--- src/rtl/vga_timing_pkg.sv ---
// Shared 640x480@60 timing constants and the counter width used by the VGA controller.
package vga_timing_pkg;

    localparam int CNT_W = 11;

    localparam int H_ACTIVE_DEF   = 640;
    localparam int H_FP_END_DEF   = 648;
    localparam int H_SYNC_END_DEF = 744;
    localparam int H_TOTAL_DEF    = 800;

    localparam int V_ACTIVE_DEF   = 480;
    localparam int V_FP_END_DEF   = 490;
    localparam int V_SYNC_END_DEF = 492;
    localparam int V_TOTAL_DEF    = 525;

    localparam logic SYNC_ACTIVE_DEF = 1'b0;

endpackage

--- src/rtl/vga_timing_counter.sv ---
// One VGA timing axis: wrapping counter with enable, registered sync decode and
// a look-ahead active-region flag so the parent can register blank without skew.
module vga_timing_counter
    import vga_timing_pkg::*;
#(
    parameter int   ACTIVE      = H_ACTIVE_DEF,
    parameter int   FP_END      = H_FP_END_DEF,
    parameter int   SYNC_END    = H_SYNC_END_DEF,
    parameter int   TOTAL       = H_TOTAL_DEF,
    parameter logic SYNC_ACTIVE = SYNC_ACTIVE_DEF
)
(
    input  logic             clk,
    input  logic             rst,
    input  logic             en,
    output logic [CNT_W-1:0] count,
    output logic             sync,
    output logic             active_next
);

    localparam logic [CNT_W-1:0] LAST     = CNT_W'(TOTAL - 1);
    localparam logic [CNT_W-1:0] ACT_LIM  = CNT_W'(ACTIVE);
    localparam logic [CNT_W-1:0] FP_LIM   = CNT_W'(FP_END);
    localparam logic [CNT_W-1:0] SYNC_LIM = CNT_W'(SYNC_END);
    localparam logic [CNT_W-1:0] ONE      = CNT_W'(1);

    logic [CNT_W-1:0] count_reg;
    logic [CNT_W-1:0] count_next;
    logic             sync_reg;
    logic             sync_next;

    always_comb begin
        count_next = count_reg;
        if (en) begin
            count_next = (count_reg == LAST) ? '0 : count_reg + ONE;
        end
    end

    // Decode from the next count so sync lands in the same cycle as its count.
    always_comb begin
        sync_next   = ~SYNC_ACTIVE;
        active_next = (count_next < ACT_LIM);
        if ((count_next >= FP_LIM) && (count_next < SYNC_LIM)) begin
            sync_next = SYNC_ACTIVE;
        end
    end

    always_ff @(posedge clk or negedge rst) begin
        if (!rst) begin
            count_reg <= '0;
            sync_reg  <= ~SYNC_ACTIVE;
        end else begin
            count_reg <= count_next;
            sync_reg  <= sync_next;
        end
    end

    assign count = count_reg;
    assign sync  = sync_reg;

endmodule

--- src/rtl/vga_controller_640_60.sv ---
// VGA 640x480@60 timing generator: counters, HS/VS and blank, all registered and aligned.
// Optional frame_start pulse output is built when VGA_FRAME_START_EN is defined.
module vga_controller_640_60
    import vga_timing_pkg::*;
#(
    parameter int   H_ACTIVE    = H_ACTIVE_DEF,
    parameter int   H_FP_END    = H_FP_END_DEF,
    parameter int   H_SYNC_END  = H_SYNC_END_DEF,
    parameter int   H_TOTAL     = H_TOTAL_DEF,
    parameter int   V_ACTIVE    = V_ACTIVE_DEF,
    parameter int   V_FP_END    = V_FP_END_DEF,
    parameter int   V_SYNC_END  = V_SYNC_END_DEF,
    parameter int   V_TOTAL     = V_TOTAL_DEF,
    parameter logic SYNC_ACTIVE = SYNC_ACTIVE_DEF
)
(
    input  logic             pixel_clk,
    input  logic             rst,
`ifdef VGA_FRAME_START_EN
    output logic             frame_start,
`endif
    output logic             HS,
    output logic             VS,
    output logic [CNT_W-1:0] hcounter,
    output logic [CNT_W-1:0] vcounter,
    output logic             blank
);

    localparam logic [CNT_W-1:0] H_LAST = CNT_W'(H_TOTAL - 1);

    logic             h_last;
    logic             h_active_next;
    logic             v_active_next;
    logic             blank_reg;
    logic [CNT_W-1:0] h_count;
    logic [CNT_W-1:0] v_count;

    assign h_last = (h_count == H_LAST);

    vga_timing_counter #(
        .ACTIVE      (H_ACTIVE),
        .FP_END      (H_FP_END),
        .SYNC_END    (H_SYNC_END),
        .TOTAL       (H_TOTAL),
        .SYNC_ACTIVE (SYNC_ACTIVE)
    ) u_h_counter (
        .clk         (pixel_clk),
        .rst         (rst),
        .en          (1'b1),
        .count       (h_count),
        .sync        (HS),
        .active_next (h_active_next)
    );

    // Lines advance only on the edge where the column counter wraps.
    vga_timing_counter #(
        .ACTIVE      (V_ACTIVE),
        .FP_END      (V_FP_END),
        .SYNC_END    (V_SYNC_END),
        .TOTAL       (V_TOTAL),
        .SYNC_ACTIVE (SYNC_ACTIVE)
    ) u_v_counter (
        .clk         (pixel_clk),
        .rst         (rst),
        .en          (h_last),
        .count       (v_count),
        .sync        (VS),
        .active_next (v_active_next)
    );

    always_ff @(posedge pixel_clk or negedge rst) begin
        if (!rst) begin
            blank_reg <= 1'b0;
        end else begin
            blank_reg <= ~(h_active_next & v_active_next);
        end
    end

    assign hcounter = h_count;
    assign vcounter = v_count;
    assign blank    = blank_reg;

`ifdef VGA_FRAME_START_EN
    localparam logic [CNT_W-1:0] V_LAST = CNT_W'(V_TOTAL - 1);

    logic frame_start_reg;

    // The counters step to (0,0) on the edge after the last pixel of the last line.
    always_ff @(posedge pixel_clk or negedge rst) begin
        if (!rst) begin
            frame_start_reg <= 1'b0;
        end else begin
            frame_start_reg <= h_last && (v_count == V_LAST);
        end
    end

    assign frame_start = frame_start_reg;
`endif

endmodule

--- config.mk ---
export PLATFORM = sky130hd
export DESIGN_NAME = vga_controller_640_60
export DESIGN_NICKNAME = d
export VERILOG_FILES = /design/src/rtl/vga_timing_pkg.sv /design/src/rtl/vga_timing_counter.sv /design/src/rtl/vga_controller_640_60.sv
export SDC_FILE = /design/constraint.sdc
export NUM_CORES = 1
export LEC_CHECK = 0
export ABC_AREA = 1
export ABC_CLOCK_PERIOD_IN_PS = 3350
export CAP_MARGIN = 10
export CORE_AREA = 2 2 71 73
export DETAILED_ROUTE_END_ITERATION = 10
export DIE_AREA = 0 0 73 75
export GPL_TIMING_DRIVEN = 0
export HOLD_SLACK_MARGIN = 0.1
export PLACE_DENSITY_LB_ADDON = 0.25
export SLEW_MARGIN = 20
export SYNTH_ARGS = -nofsm -noshare
export SYNTH_HDL_FRONTEND = slang
export SYNTH_SLANG_ARGS = --single-unit
--- constraint.sdc ---
create_clock -name pixel_clk -period 3.35 [get_ports pixel_clk]
set_clock_uncertainty 0.1 [all_clocks]
set_input_delay 0.8375 -clock pixel_clk [delete_from_list [all_inputs] [get_ports pixel_clk]]
set_output_delay 0.8375 -clock pixel_clk [all_outputs]
set_load 0.005 [all_outputs]
==> results.sh, run 1 <==
export IMPL_synthDistinctLibCells=23
export IMPL_hp_class="input port to asynchronous set/reset pin"
export IMPL_clock_sinks=25
export IMPL_cts_buffers=3
export IMPL_numPortBuffers=26
export IMPL_hold_viol=0
export IMPL_grt_pass1_vias=1381
export IMPL_synth_compound_area_share_pct=2.97
export IMPL_cellPowerDensity_nw_per_um2=254
export IMPL_whs_ps=436
export IMPL_grt_overflow_total=0
export IMPL_reg2reg_depth=9
export IMPL_synth_mux_area_share_pct=0
export IMPL_dieHeight_um=75
export IMPL_worst_slack_ps=1050
export IMPL_grt_max_degree=26
export IMPL_synth_avg_cell_area_um2=6.73
export IMPL_hpwl_mm=2.74
export IMPL_syn_inst=238
export IMPL_coreArea_um2=4660
export IMPL_r2r_slack_ps=1220
export IMPL_drt_first_iter_violations=102
export IMPL_max_clock_freq_mhz=435
export IMPL_syn_to_final_growth_pct=23.2
export IMPL_drive_gt1_share_pct=7.46
export IMPL_yosys_warnings=0
export IMPL_cts_path_max_buffers=2
export IMPL_fillCellCount=497
export IMPL_crit_path_start="u_h_counter.count[4]$_DFF_PN0_"
export IMPL_cp_data_required_time_ps=2410
export IMPL_rsz0062_at_grt="no"
export IMPL_ys_seq_elements=25
export IMPL_reg2reg_to="blank$_DFF_PN0_"
export IMPL_cts_resized=0
export IMPL_synth_simple_gate_area_share_pct=43.4
export IMPL_syn_num_nets=244
export IMPL_post_cts_buffers=0
export IMPL_via_per_inst=4.69
export IMPL_worstPathArrival_ps=1360
export IMPL_cts_tree="done"
export IMPL_leakagePower_nw=1.07
export IMPL_vias=1511
export IMPL_critical_path_class="flip-flop to primary output"
export IMPL_synthXorXnorAreaFrac_pct=1.09
export IMPL_route_detailed_drc=0
export IMPL_slew_headroom_pct=62.0
export IMPL_grt_pass1_wl_mm=6.37
export IMPL_worstPathMaxFanout=8
export IMPL_ir_drop_uv=139
export IMPL_max_cap_viol_count=0
export IMPL_gp_congestion=0.820
export IMPL_synth_top_family_by_area="simple AND/OR/NAND/NOR gates"
export IMPL_worst_slew_pin_slew_ps=570
export IMPL_firstDrtPassIters=4
export IMPL_place_ws_ps=1300
export IMPL_fin_nets=275
export IMPL_die_area_um2=5480
export IMPL_synth_seq_area_share_pct=39.2
export IMPL_crit_family="buffers and inverters"
export IMPL_tns_ps=0
export IMPL_crit_reg2reg_launch="u_h_counter.count[0]$_DFF_PN0_"
export IMPL_antenna_cells=0
export IMPL_drtAntennaViolNets=0
export IMPL_fin_util_pct=42.3
export IMPL_cts_hold_buf=0
export IMPL_finalCritPeriodShare_pct=68.6
export IMPL_path_buf_inv=1
export IMPL_ioPinCount=27
export IMPL_die_w_um=73
export IMPL_setup_violations=0
export IMPL_end_kind="primary output"
export IMPL_syn_cell_area_um2=1600
export IMPL_status="finished clean"
export IMPL_worst_path_max_delay_cell="clkdlybuf4s50_1"
export IMPL_wl_per_cell_um=11.5
export IMPL_max_stage_delay_ps=560
export IMPL_cp_cell_sequence="clkdlybuf4s50_1"
export IMPL_drt_total_wl_mm=3.71
export IMPL_synthAdderAreaFrac_pct=3.13
export IMPL_setup_worst_path_end="hcounter[4]"
export IMPL_grt_use_total_pct=15.3
export IMPL_cts_htree_levels=1
export IMPL_rows=25
export IMPL_antenna_found_initial=0
export IMPL_path_clk_slew_ps=100
export IMPL_cp_depth=1
export IMPL_critPathLaunchType="flip-flop"
export IMPL_insertion_delay_ps=280
export IMPL_cts_root_buf="clkbuf_8"
export IMPL_maxSlewViolCount=0
export IMPL_finalCriticalPeriod_ps=2300
export IMPL_initial_core_util_pct=34.4
==> stage by stage <==
step / cells / power (mW) / cell area (um^2)
2_1_floorplan: 238 / 0.308 / 1600
3_3_place_gp: 318 / 0.315 / 1930
3_5_place_dp: 318 / 0.314 / 1920
4_1_cts: 322 / 0.513 / 1970
5_1_grt: 322 / 0.521 / 1970
6_report: 322 / 0.502 / 1970
==> report_power, final <==
group | switching [mW] | internal (mW)
registers | 0 | 0.302
clock network | 0.109 | 0.0847
logic | 0.00577 | 0.000417
==> worst min-delay path by stage <==
stage	endpoint	slack, ps	depth (start not counted)
after global routing	u_h_counter.count[0]$_DFF_PN0_	460	1
after CTS	u_h_counter.count[0]$_DFF_PN0_	440	1
after detailed placement	u_h_counter.count[0]$_DFF_PN0_	410	1
after global placement	u_h_counter.count[0]$_DFF_PN0_	430	1
after floorplan	u_h_counter.count[0]$_DFF_PN0_	400	1
final	u_h_counter.count[5]$_DFF_PN0_	440	1
==> layer usage <==
layer	GRT usage, %	wire, um
met5	0	0
met4	7.41	77
met3	1.74	151
met2	22.9	1570
met1	22.0	1920
==> area by class of cell <==
class / instances / area (um^2) / area share [%]
Multi-Input combinational cell: 170 / 810 / 41.0
Sequential cell: 25 / 628 / 31.8
Timing Repair Buffer: 26 / 255 / 12.9
Inverter: 41 / 154 / 7.80
Tap cell: 54 / 67.6 / 3.42
Clock buffer: 3 / 41.3 / 2.09
Buffer: 2 / 10.0 / 0.507
Clock inverter: 1 / 7.51 / 0.380
==> cells in the mapped netlist <==
cell	number	area, um^2
nand2_1	82	308
inv_1	39	146
nand3_1	27	135
nor2_1	27	101
dfrtp_1	23	576
nand4_1	6	37.5
ha_1	4	50.1
nor2_2	3	18.8
nor3_1	3	15.0
o21ai_0	3	15.0
a21oi_1	2	10.0
and2_1	2	12.5
buf_2	2	10.0
dfstp_2	2	52.6
inv_2	2	7.51
nand2_2	2	12.5
o21bai_1	2	15.0
xor2_1	2	17.5
a22oi_1	1	7.51
nand3_2	1	10.0
nand4_2	1	12.5
nor2_4	1	11.3
nor2_8	1	20.0
==> kinds of logic (layout without fill, tap and decap cells) <==
| kind of cell | count (synthesis) | count (layout) |
|---|---|---|
| buffers and inverters | 43 | 73 |
| AND/OR/NAND/NOR | 156 | 156 |
| XOR/XNOR | 2 | 2 |
| flip-flops | 25 | 25 |
| adder cells (fa/ha/maj) | 4 | 4 |
| AO/OA/AOI/OAI | 8 | 8 |
==> cells in the final DEF (no fill, tap or decap) <==
| cell | instances |
|---|---|
| inv_1 | 39 |
| nor2_4 | 1 |
| a22oi_1 | 1 |
| nand4_1 | 6 |
| a21oi_1 | 2 |
| nand3_2 | 1 |
| clkbuf_8 | 3 |
| clkdlybuf4s50_1 | 25 |
| buf_2 | 3 |
| o21bai_1 | 2 |
| dfstp_2 | 2 |
| nand2_1 | 82 |
| nor3_1 | 3 |
| o21ai_0 | 3 |
| inv_2 | 2 |
| dfrtp_1 | 23 |
| and2_1 | 2 |
| clkinvlp_4 | 1 |
| ha_1 | 4 |
| nand4_2 | 1 |
| xor2_1 | 2 |
| nand2_2 | 2 |
| nor2_8 | 1 |
| nor2_2 | 3 |
| nor2_1 | 27 |
| nand3_1 | 27 |
Note: power is estimated with default switching activity, not from simulation.
==> run 2, diff against run 1 <==
--- a/config.mk
+++ b/config.mk
@@ -6,7 +6,7 @@
 export NUM_CORES = 1
 export LEC_CHECK = 0
 export ABC_AREA = 1
-export ABC_CLOCK_PERIOD_IN_PS = 3350
+export ABC_CLOCK_PERIOD_IN_PS = 2200
 export CAP_MARGIN = 10
 export CORE_AREA = 2 2 71 73
 export DETAILED_ROUTE_END_ITERATION = 10
==> constraint.sdc (replaced) <==
create_clock -name pixel_clk -period 2.2 [get_ports pixel_clk]
set_clock_uncertainty 0.1 [all_clocks]
set_input_delay 0.55 -clock pixel_clk [delete_from_list [all_inputs] [get_ports pixel_clk]]
set_output_delay 0.55 -clock pixel_clk [all_outputs]
set_load 0.005 [all_outputs]
==> run 2 against run 1 <==
Critical endpoint is now blank$_DFF_PN0_. First-iteration DRC count is 14% lower. Largest power group unchanged. Cell count stayed put. Non-clock buffer count stayed put. Clock-buffer cell count stayed put. Largest cell class unchanged. Die area stayed put. Wire length is 0.32% higher. Highest routed layer unchanged. Combinational power is 54% higher.
==> results.sh, run 2 (synthesis results as in run 1) <==
export IMPL_wl_per_cell_um=11.6
export IMPL_fin_area_um2=1990
export IMPL_rsz0062_at_grt="no"
export IMPL_cts_buffers=3
export IMPL_via_per_inst=4.65
export IMPL_cp_cell_sequence="ha_2 > nand3_1 > nor2_1 > nand2_1 > nand2_1 > nand2_1 > and2_1 > a21oi_1 > nand2_1"
export IMPL_coreArea_um2=4660
export IMPL_power_total_mw=0.762
export IMPL_hpwl_mm=2.74
export IMPL_combPwrFrac_pct=1.2
export IMPL_layout_common_cells="nand2_1, inv_1, nor2_1, nand3_1, clkdlybuf4s50_1"
export IMPL_tns_ps=0
export IMPL_reg2reg_to="blank$_DFF_PN0_"
export IMPL_cts_path_max_buffers=2
export IMPL_cellPowerDensity_nw_per_um2=382
export IMPL_fin_nets=275
export IMPL_post_cts_buffers=0
export IMPL_ir_drop_uv=210
export IMPL_fillCellCount=495
export IMPL_worstPathArrival_ps=2130
export IMPL_slew_headroom_pct=61.7
export IMPL_critPathLaunchType="flip-flop"
export IMPL_grt_pass1_wl_mm=6.37
export IMPL_seq_power_share_pct=60.3
export IMPL_vias=1496
export IMPL_syn_to_final_growth_pct=24.5
export IMPL_instances_no_fill=322
export IMPL_antenna_cells=0
export IMPL_swShare_pct=22.7
export IMPL_reg2reg_depth=9
export IMPL_post_place_cells=318
export IMPL_cts_htree_levels=1
export IMPL_final_common_cell="nand2_1"
export IMPL_gp_congestion=0.820
export IMPL_die_w_um=73
export IMPL_cts_hold_buf=0
export IMPL_antenna_found_initial=0
export IMPL_clock_sinks=25
export IMPL_clkPwrFrac_pct=38.5
export IMPL_firstDrtPassIters=4
export IMPL_r2r_slack_ps=150
export IMPL_drive_gt1_share_pct=8.58
export IMPL_drtAntennaViolNets=0
export IMPL_crit_family="simple AND/OR/NAND/NOR gates"
export IMPL_max_clock_freq_mhz=487
export IMPL_max_cap_viol_count=0
export IMPL_crit_reg2reg_launch="u_h_counter.count[1]$_DFF_PN0_"
export IMPL_dpl_cell_area_um2=1920
export IMPL_path_clk_slew_ps=100
export IMPL_drt_first_iter_violations=88
export IMPL_maxSlewViolCount=0
export IMPL_status="finished clean"
export IMPL_finalCritPeriodShare_pct=93.3
export IMPL_grt_overflow_total=0
export IMPL_route_detailed_drc=0
export IMPL_rows=25
export IMPL_worst_path_max_delay_cell="dfrtp_1"
export IMPL_insertion_delay_ps=280
export IMPL_finalCriticalPeriod_ps=2050
export IMPL_initial_core_util_pct=34.4
export IMPL_worst_slew_pin_slew_ps=575
export IMPL_die_area_um2=5480
export IMPL_end_kind="flip-flop"
export IMPL_worstPathMaxFanout=5
export IMPL_cp_data_required_time_ps=2270
export IMPL_dieHeight_um=75
export IMPL_hp_class="input port to asynchronous set/reset pin"
export IMPL_path_buf_inv=0
export IMPL_max_stage_delay_ps=410
export IMPL_setup_violations=0
export IMPL_whs_ps=152
export IMPL_netSwitchingPower_mw=0.173
export IMPL_internal_power_mw=0.589
export IMPL_grt_pass1_vias=1381
export IMPL_cts_root_buf="clkbuf_8"
export IMPL_leakagePower_nw=1.06
export IMPL_ioPinCount=27
export IMPL_drt_total_wl_mm=3.72
export IMPL_critPathMostFrequentCell="nand2_1"
export IMPL_numPortBuffers=26
export IMPL_hold_viol=0
export IMPL_cts_tree="done"
export IMPL_critical_path_class="flip-flop to flip-flop"
export IMPL_grt_use_total_pct=15.3
export IMPL_grt_max_degree=26
[run 2: cell counts in the layout (fill, tap and decap cells not counted)]
Identical to the previous run, type by type.
[run 2: timing repair]
item                                    4_1_cts  5_1_grt
endpoints found under the setup margin        0        2
resized for setup                             0        5
hold endpoints to repair                      0        0
[run 2: worst max path at each step]
stage	slack [ps]	end	cells past startpoint	from
after floorplan	440	blank$_DFF_PN0_	10	u_h_counter.count[0]$_DFF_PN0_
after global placement	90	blank$_DFF_PN0_	9	u_h_counter.count[0]$_DFF_PN0_
after detailed placement	150	blank$_DFF_PN0_	9	u_h_counter.count[0]$_DFF_PN0_
after CTS	110	blank$_DFF_PN0_	9	u_h_counter.count[0]$_DFF_PN0_
after global routing	0.03	blank$_DFF_PN0_	9	u_h_counter.count[1]$_DFF_PN0_
final	150	blank$_DFF_PN0_	9	u_h_counter.count[1]$_DFF_PN0_
[run 2: routing by layer]
| metal | vias up | wire, um | GRT usage, % |
|---|---|---|---|
| li1 | 794 | - | - |
| met1 | 667 | 1910 | 22.0 |
| met2 | 30 | 1590 | 22.9 |
| met3 | 5 | 148 | 1.74 |
| met4 | 0 | 77 | 7.41 |
| met5 | - | 0 | 0 |
[run 2: power by group through the flow]
stage | sequential [mW] | combinational, mW | clock (mW)
2_1_floorplan | 0.468 | 0.000000625 | 0
3_3_place_gp | 0.468 | 0.0111 | 0
3_5_place_dp | 0.468 | 0.0105 | 0
4_1_cts | 0.459 | 0.0105 | 0.311
5_1_grt | 0.459 | 0.0116 | 0.322
6_report | 0.459 | 0.00952 | 0.293
[run 2: metrics by stage]
stage	utilization (%)	setup WS, ps
CTS	42.3	112
global route	42.8	0.0349
global placement	41.4	91.1
detailed placement	41.3	152
finish	42.8	147
floorplan	-	436
[run 2: final cells by class]
class	count	area (um^2)	share of cell area, %
sequential	25	629	31.6
buffer	2	10.0	0.502
multi-input combinational	170	828	41.6
clock inverter	1	7.51	0.377
tap	54	67.6	3.39
inverter	41	154	7.72
timing repair buffer	26	255	12.8
clock buffer	3	41.3	2.07
==> run 3, diff against run 2 <==
--- a/config.mk
+++ b/config.mk
@@ -7,14 +7,15 @@
 export LEC_CHECK = 0
 export ABC_AREA = 1
 export ABC_CLOCK_PERIOD_IN_PS = 2200
-export CAP_MARGIN = 10
-export CORE_AREA = 2 2 71 73
+export CAP_MARGIN = 20
+export CORE_AREA = 2 2 72 74
 export DETAILED_ROUTE_END_ITERATION = 10
-export DIE_AREA = 0 0 73 75
+export DIE_AREA = 0 0 74 76
 export GPL_TIMING_DRIVEN = 0
 export HOLD_SLACK_MARGIN = 0.1
 export PLACE_DENSITY_LB_ADDON = 0.25
 export SLEW_MARGIN = 20
 export SYNTH_ARGS = -nofsm -noshare
 export SYNTH_HDL_FRONTEND = slang
+export SYNTH_HIERARCHICAL = 1
 export SYNTH_SLANG_ARGS = --single-unit
==> run 3 against run 2 <==
Clock-buffer cell count unchanged. Sequential cell count stayed put. Global-route usage fell by 1.3 points. Sequential share of layout area down 0.33 points. Cell count rose by 4.0%. Design area increased by 2.1%. Utilization decreased by 1.3 points. Total power grew 97%. Area after synthesis grew 1.6%. Worst hold slack gained 9.4 ps. Via count fell by 2.2%. Clock power is 4% lower. Largest cell class unchanged.
==> results.sh, run 3 <==
export IMPL_rsz0062_at_grt="no"
export IMPL_cts_htree_levels=1
export IMPL_cp_depth=1
export IMPL_antenna_cells=0
export IMPL_r2r_slack_ps=270
export IMPL_hpwl_mm=2.66
export IMPL_finalCritPeriodShare_pct=88.5
export IMPL_fillCellCount=531
export IMPL_die_w_um=74
export IMPL_max_stage_delay_ps=530
export IMPL_ioPinCount=27
export IMPL_synth_seq_area_share_pct=38.6
export IMPL_firstDrtPassIters=4
export IMPL_grt_pass1_vias=1436
export IMPL_grt_pass1_wl_mm=6.32
export IMPL_drt_first_iter_violations=60
export IMPL_cts_path_max_buffers=2
export IMPL_worstPathMaxFanout=1
export IMPL_syn_cell_area_um2=1630
export IMPL_synthFlopType="dfrtp_1"
export IMPL_grt_max_degree=26
export IMPL_cts_tree="done"
export IMPL_reg2reg_depth=14
export IMPL_synthTopCellsByArea="dfrtp_1, nand2_1, inv_1, nand3_1, nor2_1"
export IMPL_tns_ps=0
export IMPL_critical_path_class="flip-flop to primary output"
export IMPL_clock_sinks=25
export IMPL_worst_slack_ps=254
export IMPL_seqCellArea_um2=636
export IMPL_crit_reg2reg_launch="u_h_counter/count[6]$_DFF_PN0_"
export IMPL_max_cap_viol_count=0
export IMPL_dieHeight_um=76
export IMPL_ir_drop_uv=452
export IMPL_end_kind="primary output"
export IMPL_drive_gt1_share_pct=15.8
export IMPL_max_clock_freq_mhz=514
export IMPL_synth_edff_count=0
export IMPL_whs_ps=161
export IMPL_worstPathArrival_ps=1300
export IMPL_cts_hold_buf=0
export IMPL_path_clk_slew_ps=90
export IMPL_reg2reg_to="u_v_counter/sync$_DFF_PN1_"
export IMPL_drt_total_wl_mm=3.48
export IMPL_final_common_cell="nand2_1"
export IMPL_rows=26
export IMPL_yosysMostFrequentCell="nand2_1"
export IMPL_ys_seq_elements=25
export IMPL_status="finished clean"
export IMPL_numPortBuffers=26
export IMPL_multiInputGateArea_um2=793
export IMPL_hp_class="input port to asynchronous set/reset pin"
export IMPL_leakagePower_nw=1.01
export IMPL_setup_violations=0
export IMPL_layout_common_cells="nand2_1, inv_1, nor2_1, clkdlybuf4s50_1, nand3_1"
export IMPL_slew_headroom_pct=61.9
export IMPL_synthDistinctLibCells=29
export IMPL_worst_path_max_delay_cell="dfstp_2"
export IMPL_cts_buffers=3
export IMPL_worst_slew_pin_slew_ps=571
export IMPL_gp_congestion=0.791
export IMPL_grt_use_total_pct=14.1
export IMPL_maxSlewViolCount=0
export IMPL_die_area_um2=5620
export IMPL_via_per_inst=4.37
export IMPL_drtAntennaViolNets=0
export IMPL_syn_inst=235
export IMPL_path_buf_inv=1
export IMPL_yosys_warnings=6
export IMPL_vias=1463
export IMPL_post_cts_buffers=0
export IMPL_cp_cell_sequence="clkdlybuf4s50_1"
export IMPL_cp_data_required_time_ps=1550
export IMPL_cellPowerDensity_nw_per_um2=738
export IMPL_fin_nets=271
export IMPL_syn_num_nets=240
export IMPL_place_ws_ps=205
export IMPL_crit_family="flip-flops"
export IMPL_coreArea_um2=4910
export IMPL_initial_core_util_pct=33.1
export IMPL_cts_root_buf="clkbuf_8"
export IMPL_grt_overflow_total=0
export IMPL_critPathLaunchType="flip-flop"
export IMPL_syn_to_final_growth_pct=25.0
export IMPL_hold_viol=0
export IMPL_route_detailed_drc=0
export IMPL_antenna_found_initial=0
export IMPL_wl_per_cell_um=10.4
export IMPL_synth_async_reset_ratio_pct=100
export IMPL_synth_largest_area_cell="dfrtp_1"
export IMPL_finalCriticalPeriod_ps=1950
export IMPL_insertion_delay_ps=270
export IMPL_synth_avg_cell_area_um2=6.93
export IMPL_netlist_top_cells_count="nand2_1, inv_1, nor2_1"
export IMPL_synth_top_area_share_pct=35.4
==> run 3: logic make-up (layout without fill, tap and decap cells) <==
kind of cell    after synthesis  count (layout)  synth area share, %
simple gates                137             137                 39.4
xor+xnor                      4               4                 2.15
compound gates               11              11                 4.15
flops                        25              25                 38.6
buf+inv                      54              84                 13.1
fa+ha+maj                     3               3                 2.31
other cells                   1               1                0.230
==> run 3: metal layers <==
metal	vias up	global-route usage, %	part of all wire (%)
met5	-	0	0
met3	5	1.98	4.1
met1	659	18.3	48
met4	0	4.73	1.6
li1	762	-	-
met2	37	23.5	47
==> run 3: final cells by class <==
type                       instances  area share, %
timing repair buffer              26           12.5
inverter                          52           9.59
clock buffer                       3           2.03
tap                               70           4.31
sequential                        25           31.2
multi-input combinational        156           39.0
clock inverter                     1          0.369
buffer                             2          0.923
==> run 3: worst max-delay path by stage <==
stage,startpoint,to,slack (ps)
global route,u_h_counter/count[5]$_DFF_PN0_,u_v_counter/sync$_DFF_PN1_,10
CTS,u_h_counter/count[0]$_DFF_PN0_,u_v_counter/sync$_DFF_PN1_,180
floorplan,u_h_counter/count[0]$_DFF_PN0_,blank$_DFF_PN0_,460
detailed placement,u_h_counter/count[0]$_DFF_PN0_,u_v_counter/sync$_DFF_PN1_,200
finish,u_h_counter/sync$_DFF_PN1_,HS,250
global placement,rst,u_h_counter/count[7]$_DFF_PN0_,110
==> run 3: where the power goes <==
group / switching [mW] / leakage, nW / internal, mW
Combinational: 0.282 / 0.694 / 0.261
Clock: 0.153 / 0.0217 / 0.129
Sequential: 0.133 / 0.298 / 0.543
==> run 3: what timing repair did <==
action | CTS | global route
endpoints found under the hold margin | 0 | 0
resized for setup | 0 | 7
endpoints found under the setup margin | 0 | 2
==> run 3: stage by stage <==
stage	power [mW]	instance area, um^2	utilization, %	cells
CTS	1.52	2020	41.1	335
global route	1.65	2030	41.4	335
detailed placement	1.22	1970	40.1	331
finish	1.50	2030	41.4	335
floorplan	0.982	1630	-	235
global placement	1.22	1980	40.2	331
